$ cat config.mk
export PLATFORM = sky130hd
export DESIGN_NAME = inst_fetch_flat
export DESIGN_NICKNAME = d
export VERILOG_FILES = /design/src/rtl/inst_fetch_if.sv /design/src/rtl/inst_fetch.sv /design/src/flat_wrapper.sv
export SDC_FILE = /design/constraint.sdc
export NUM_CORES = 1
export LEC_CHECK = 0
export CAP_MARGIN = 20
export CORE_ASPECT_RATIO = 0.7
export CORE_UTILIZATION = 43
export DETAILED_ROUTE_END_ITERATION = 16
export MAX_ROUTING_LAYER = met4
export PLACE_DENSITY = 0.77
export SYNTH_ARGS = -nofsm -noshare
export SYNTH_HDL_FRONTEND = slang
export SYNTH_SLANG_ARGS = --single-unit
$ cat constraint.sdc
create_clock -name clk -period 1.79 [get_ports clk]
set_input_delay 0.179 -clock clk [delete_from_list [all_inputs] [get_ports clk]]
set_output_delay 0.179 -clock clk [all_outputs]
set_load 0.005 [all_outputs]
$ cat src/rtl/inst_fetch_if.sv
// Fetch-to-instruction-memory read port: address and enable out, word back combinationally.
interface inst_fetch_if #(
  parameter int unsigned PC_WIDTH    = 6,
  parameter int unsigned INSTR_WIDTH = 16
);
  logic [PC_WIDTH-1:0]    pc;
  logic                   enable;
  logic [INSTR_WIDTH-1:0] instruction;

  modport master (output pc, enable, input instruction);
  modport slave  (input pc, enable, output instruction);
endinterface

$ cat src/rtl/inst_fetch.sv
// Instruction fetch unit: drives instmem reads, latches words into IR for decode,
// and steps the PC with stall, branch redirect and HALT handling.
module inst_fetch #(
  parameter int unsigned PC_WIDTH    = 6,
  parameter int unsigned INSTR_WIDTH = 16,
  parameter logic [3:0]  HALT_OPCODE = 4'b1111
) (
  input  logic                   clk,
  input  logic                   reset,
  input  logic                   start,
  input  logic                   stall,
  input  logic                   branch_taken,
  input  logic [PC_WIDTH-1:0]    branch_target,
  inst_fetch_if.master           mem,
  output logic [INSTR_WIDTH-1:0] ir,
  output logic [PC_WIDTH-1:0]    ir_pc,
  output logic                   ir_valid,
  output logic                   halted,
  output logic                   wrapped
);

  localparam int unsigned OPC_WIDTH = 4;
  localparam logic [PC_WIDTH-1:0] PC_MAX = {PC_WIDTH{1'b1}};

  typedef enum logic [1:0] {IDLE, FETCH, HALT} state_t;

  state_t                 state;
  logic [PC_WIDTH-1:0]    pc_r;
  logic                   enable_r;
  logic [PC_WIDTH-1:0]    pc_next;
  logic [OPC_WIDTH-1:0]   opcode;
  logic                   pc_at_max;

  assign mem.pc     = pc_r;
  assign mem.enable = enable_r;
  assign pc_next    = pc_r + PC_WIDTH'(1);
  assign opcode     = mem.instruction[INSTR_WIDTH-1 -: OPC_WIDTH];
  assign pc_at_max  = (pc_r == PC_MAX);

  // enable is registered alongside state so it is high exactly while in FETCH
  always_ff @(posedge clk) begin
    if (reset) begin
      state    <= IDLE;
      pc_r     <= '0;
      enable_r <= 1'b0;
      ir       <= '0;
      ir_pc    <= '0;
      ir_valid <= 1'b0;
      halted   <= 1'b0;
      wrapped  <= 1'b0;
    end else begin
      wrapped <= 1'b0;
      unique case (state)
        IDLE: begin
          if (start) begin
            state    <= FETCH;
            enable_r <= 1'b1;
          end
        end
        FETCH: begin
          if (branch_taken) begin
            pc_r     <= branch_target;
            ir       <= '0;
            ir_valid <= 1'b0;
          end else if (!stall) begin
            ir       <= mem.instruction;
            ir_pc    <= pc_r;
            ir_valid <= 1'b1;
            if (opcode == HALT_OPCODE) begin
              state    <= HALT;
              enable_r <= 1'b0;
              halted   <= 1'b1;
            end else begin
              pc_r    <= pc_next;
              wrapped <= pc_at_max;
            end
          end
        end
        HALT: begin
          // The HALT word itself is valid for one cycle only; resume steps past it.
          ir_valid <= 1'b0;
          if (start) begin
            pc_r     <= pc_next;
            wrapped  <= pc_at_max;
            halted   <= 1'b0;
            state    <= FETCH;
            enable_r <= 1'b1;
          end
        end
        default: begin
          state    <= IDLE;
          enable_r <= 1'b0;
        end
      endcase
    end
  end

endmodule
$ cat src/flat_wrapper.sv
// flat-port wrapper written by rule: the top's interface ports become plain ports
module inst_fetch_flat 
#(
  parameter int unsigned PC_WIDTH    = 6,
  parameter int unsigned INSTR_WIDTH = 16,
  parameter logic [3:0]  HALT_OPCODE = 4'b1111
)
  (clk, reset, start, stall, branch_taken, branch_target, ir, ir_pc, ir_valid, halted, wrapped, mem_pc, mem_enable, mem_instruction);
  inst_fetch_if #(.PC_WIDTH(PC_WIDTH), .INSTR_WIDTH(INSTR_WIDTH)) mem_i ();
  input  logic clk;
  input  logic reset;
  input  logic start;
  input  logic stall;
  input  logic branch_taken;
  input  logic [PC_WIDTH-1:0] branch_target;
  output logic [INSTR_WIDTH-1:0] ir;
  output logic [PC_WIDTH-1:0] ir_pc;
  output logic ir_valid;
  output logic halted;
  output logic wrapped;
  output wire logic [$bits(mem_i.pc)-1:0] mem_pc;
  output wire logic [$bits(mem_i.enable)-1:0] mem_enable;
  input wire logic [$bits(mem_i.instruction)-1:0] mem_instruction;
  assign mem_pc = mem_i.pc;
  assign mem_enable = mem_i.enable;
  assign mem_i.instruction = mem_instruction;
  inst_fetch #(.PC_WIDTH(PC_WIDTH), .INSTR_WIDTH(INSTR_WIDTH), .HALT_OPCODE(HALT_OPCODE)) u_core (.clk(clk), .reset(reset), .start(start), .stall(stall), .branch_taken(branch_taken), .branch_target(branch_target), .mem(mem_i), .ir(ir), .ir_pc(ir_pc), .ir_valid(ir_valid), .halted(halted), .wrapped(wrapped));
endmodule
Word level (Yosys, flattened, before mapping). Cells that the tools add are included.

Register bits: 34. Input bits: 27. Output and inout port bits: 32. Logic and storage cells: 62.

Add/subtract/negate cells: 1. Equality and inequality tests: 12. Mux-type cells: 30. Bitwise gates (word level): 2. Reduce and logical (&&, ||, !) cells: 9.

Operators with widths (number): 16-bit 2-to-1 mux (2); 6-bit 2-to-1 mux (4); 1-bit 2-to-1 mux (14); 6-bit case mux with 2 select lines (1); 2-bit 2-to-1 mux (4); 1-bit case mux with 2 select lines (4); 4-bit AND reduction (2); 6-bit by 1-bit adder with 6-bit output (second input constant) (1); 6-bit == test (second input constant) (1); 2-bit by 1-bit inequality test with 1-bit output (second input constant) (3); 2-bit inequality test (second input constant) (3); 3-bit inequality test (second input constant) (2); 5-bit AND reduction (1); 4-bit == test (second input constant) (1); 2-bit case mux with 2 select lines (1); 2-bit AND reduction (2); 3-bit AND reduction (1); 2-bit by 1-bit == test with 1-bit output (second input constant) (1); 2-bit == test (second input constant) (1); 2-bit logical NOT (1); 1-bit inverter (2); 2-bit nonzero test (1); 2-bit OR reduction (1).

Longest topological paths before layout. Gate-level depths: netlist (run 1).

Depth after elaboration: 5. Gate-level depth with buffers: 7. Gate-level depth less buffers: 6.

Worst setup path after synthesis (run 1). No wires, ideal clock.

Kind: flip-flop to flip-flop. From: register u_core.state[0]. To: register u_core.pc_r[3], in the netlist u_core.mem.pc[3]. Setup time: 132 ps. Arrival time: 1438 ps. Required time: 1658 ps. Slack: 220 ps. Cell stages (with the launch flop): 8. Path buffers: 1. Period minus slack after synthesis: 1570 ps. Cells stage by stage: dfxtp_1 inv_1 ha_1 nor2b_1 buf_2 nor3_1 o21ai_0 a21oi_1.

Word-level cells in the longest chain between the ends: 3. Elaborated cells on any way between the ends: 8. Those cells by class: eq/ne: 5; mux: 1; reduce/logical: 2.

Ends and longest elaborated chain: start: declaration (line inst_fetch.sv:27) `state_t state;`; start signal: assignment (line inst_fetch.sv:43) `state <= IDLE;`; start signal: assignment (line inst_fetch.sv:56) `state <= FETCH;`; start signal: assignment (line inst_fetch.sv:70) `state <= HALT;`; 2-bit by 1-bit == test with 1-bit output or 2-bit == test (tied branches) (line inst_fetch.sv:53) `unique case (state)`; 3-bit inequality test (no source line) (tied with other cells); 4-bit AND reduction (no source line); end signal: assignment (line inst_fetch.sv:62) `pc_r <= branch_target;`; end signal: assignment (line inst_fetch.sv:74) `pc_r <= pc_next;`; end signal: assignment (line inst_fetch.sv:83) `pc_r <= pc_next;`; end: declaration (line inst_fetch.sv:28) `logic [PC_WIDTH-1:0] pc_r;`.

Parallel ways exist; a longest one is shown, timed or not. A chain may end at the register's enable or synchronous reset.

Worst setup path in the final report (run 1).
From: register u_core.state[0]. To: register u_core.pc_r[2], in the netlist u_core.mem.pc[2].

Same word-level chain as after synthesis.

==> results.json, run 1 <==
{
  "grt_start_max_net_pins": 17,
  "timing.fmax_mhz": 592,
  "pin_count": 59,
  "cts_root_buf": "clkbuf_8",
  "grt_pass1_wl_um": 6780,
  "dpl.hpwl_um": 2990,
  "hp-start": "u_core.ir_pc[5]$_SDFFE_PP0P_",
  "crit_family": "compound AO/OA/AOI/OAI gates",
  "finalSetupViolCount": 0,
  "status": "completed",
  "initial_utilization": 0.461,
  "drv_cap": 0,
  "synthXorXnorAreaFrac": 0,
  "gp_congestion": 0.825,
  "relSlewSlack": 0.778,
  "synth_top_family_by_area": "compound AO/OA/AOI/OAI gates",
  "fin_worst_skew_ns": 0.00311,
  "drc": 0,
  "synthTopCellsByCount": "dfxtp_1, nor2_1, a22oi_1",
  "critPathMaxStageDelay_ns": 0.39,
  "crit_path_end_kind": "flop",
  "num_antenna_cells": 0,
  "via_per_inst": 5.19,
  "cts.sinks": 34,
  "cp.arrival_ns": 1.90,
  "htree_levels": 2,
  "port_buffers": 58,
  "synth.cell_area_um2": 1480,
  "cp.required_ns": 2.00,
  "worst_slew_pin_slew_ns": 0.331,
  "synth_area_per_cell_um2": 8.71,
  "drt_iter0_markers": 52,
  "antenna_found_initial": 0,
  "wl_per_cell_um": 14.0,
  "multi_input_area_um2": 741,
  "synth-edff-count": 0,
  "startpoint": "u_core.state[0]$_SDFFE_PP0P_",
  "crit_fanout": 7,
  "hold_class": "flop to flop",
  "start_kind": "flop",
  "cts_inserted_buffers": 5,
  "yosys.area_share.adder": 0.0507,
  "grt_pass1_vias": 1484,
  "vias": 1478,
  "ys_warn_count": 0,
  "synthCells": 170,
  "ys_async_sr_fraction": 0,
  "vdd_drop_max_v": 0.000564,
  "reg2reg_from": "u_core.state[0]$_SDFFE_PP0P_",
  "core_um2": 3210,
  "path_cells": "inv_1, ha_1, mux2_2, o21ai_1, o21ai_0, a21oi_1",
  "first_pass_iters": 4,
  "clk_latency_ns": 0.28,
  "muxShareOfSynthArea": 0.0144,
  "routed_wl_um": 3980,
  "critPathKind": "flop to flop",
  "power.density_nw_per_um2": 1070,
  "p_leak_nw": 0.807,
  "synthDistinctLibCells": 36,
  "overflow": 0,
  "hold_viol": 0,
  "worst-path-buf-inv": 1,
  "yosys.area_share.simple": 0.204,
  "ff_latch_area_um2": 682,
  "fin_crit_sh": 0.943,
  "ys_seq_area_frac": 0.460,
  "die_y_um": 51.1,
  "areaGrowthSynthToFinish_pct": 51.5,
  "yosys_most_used_dff": "dfxtp_1",
  "synth-compound-area-share": 0.229,
  "synth_nets": 203,
  "synth_top_area_cell": "dfxtp_1",
  "die_w_um": 72.1,
  "drive_gt1_frac": 0.109,
  "cts_buffer_depth": 2,
  "timing.setup.tns_ns": 0,
  "clk_pin_slew_ns": 0.07,
  "die_area_um2": 3680,
  "worst_path_max_delay_cell": "mux2_2",
  "synth_most_common_cell": "dfxtp_1",
  "cts_tree": "yes",
  "netlist.area_leader.share": 0.460,
  "rsz0062_at_grt": "true",
  "drt.antenna.violating_nets": 0,
  "drv_slew": 0,
  "nets": 271,
  "min_period_ns": 1.69,
  "nFillCells": 253,
  "grt_usage": 0.247,
  "rows": 17,
  "ys_ff_latch": 34,
  "design_area_um2": 2240,
  "synth_area_leaders": "dfxtp_1, a22oi_1, nor2_1",
  "place_area_um2": 2160,
  "post-cts-setup-buffers": 0
}
==> cell families after synthesis <==
logic type	after synthesis
adders and majority gates	6
DFF	34
and+or+nand+nor	62
muxes	2
AOI/OAI and AO/OA	54
buffers and inverters	12
==> through the flow <==
| stage | hold WS, ns | util | setup WS [ns] | std cells | power [mW] |
|---|---|---|---|---|---|
| 2_1_floorplan | 0.340 | - | 0.220 | 170 | 1.46 |
| 3_3_place_gp | 0.442 | 0.672 | 0.0349 | 278 | 1.82 |
| 3_5_place_dp | 0.446 | 0.672 | 0.0233 | 278 | 1.86 |
| 4_1_cts | 0.455 | 0.697 | 0.0531 | 285 | 2.39 |
| 5_1_grt | 0.491 | 0.698 | -0.0465 | 285 | 2.58 |
| 6_report | 0.452 | 0.698 | 0.102 | 285 | 2.40 |
==> placed cells by master, fill, tap and decap left out, drive strengths merged, types with 5 or more instances in the layout <==
cell type	count
ha	6
a21oi	16
clkdlybuf4s50	58
nor2	24
clkbuf	5
a22oi	17
dfxtp	34
buf	12
o21ai	12
nand2	15
==> power by group <==
part / switching (mW) / leakage (nW) / total, mW / internal (mW)
Sequential: 0.104 / 0.276 / 0.966 / 0.862
Clock: 0.261 / 0.0438 / 0.521 / 0.261
Combinational: 0.440 / 0.487 / 0.909 / 0.469
Total: 0.805 / 0.807 / 2.40 / 1.59
==> cell type report <==
| class | count | share of cell area |
|---|---|---|
| well taps | 47 | 0.0262 |
| clock buffers | 5 | 0.0307 |
| repair buffers | 70 | 0.299 |
| clock inverters | 2 | 0.00446 |
| flip-flops and latches | 34 | 0.304 |
| multi-input cells | 124 | 0.330 |
| inverters | 3 | 0.00502 |
==> repair_timing <==
item                                    4_1_cts  5_1_grt
endpoints found under the setup margin        0        9
gates resized for setup                       0        4
hold buffers                                  0        0
==> flip-flops by register name, summed over array words and instances (netlist names) <==
signal,cells
u_core.wrapped,1
u_core.mem.enable,1
u_core.mem.pc,6
u_core.state,2
u_core.halted,1
u_core.ir_valid,1
u_core.ir,16
u_core.ir_pc,6
==> worst paths after layout <==
kind | end | slack [ns] | cells past startpoint
worst max-delay path | u_core.mem.pc[2]$_SDFFE_PP0P_ | 0.10 | 6
worst max register to register | u_core.mem.pc[2]$_SDFFE_PP0P_ | 0.10 | 6
worst min register to register | u_core.ir_pc[5]$_SDFFE_PP0P_ | 0.45 | 2
worst min-delay path | u_core.ir_pc[5]$_SDFFE_PP0P_ | 0.45 | 2
==> routing by layer <==
layer  routed length [um]  track usage  vias to the layer above
met1                 1900        0.317                      706
met2                 1940        0.386                       31
met5                    0            -                        -
met4                    7       0.0817                        0
met3                  140       0.0572                        2
li1                     -            -                      739
==> worst register-to-register path, stage by stage (launching register included) <==
cell,delay (ns)
dfxtp_2,0.35
inv_1,0.08
ha_1,0.31
mux2_2,0.39
o21ai_1,0.19
o21ai_0,0.15
a21oi_1,0.15
No activity file was read; power rests on OpenSTA's default activity.
==> run 2: changes to the inputs <==
--- a/config.mk
+++ b/config.mk
@@ -11,6 +11,7 @@
 export DETAILED_ROUTE_END_ITERATION = 16
 export MAX_ROUTING_LAYER = met4
 export PLACE_DENSITY = 0.77
+export SKIP_CTS_REPAIR_TIMING = 1
 export SYNTH_ARGS = -nofsm -noshare
 export SYNTH_HDL_FRONTEND = slang
 export SYNTH_SLANG_ARGS = --single-unit
==> results of run 2 <==
The final DEF is identical to that of run 1; final timing and power are the same.
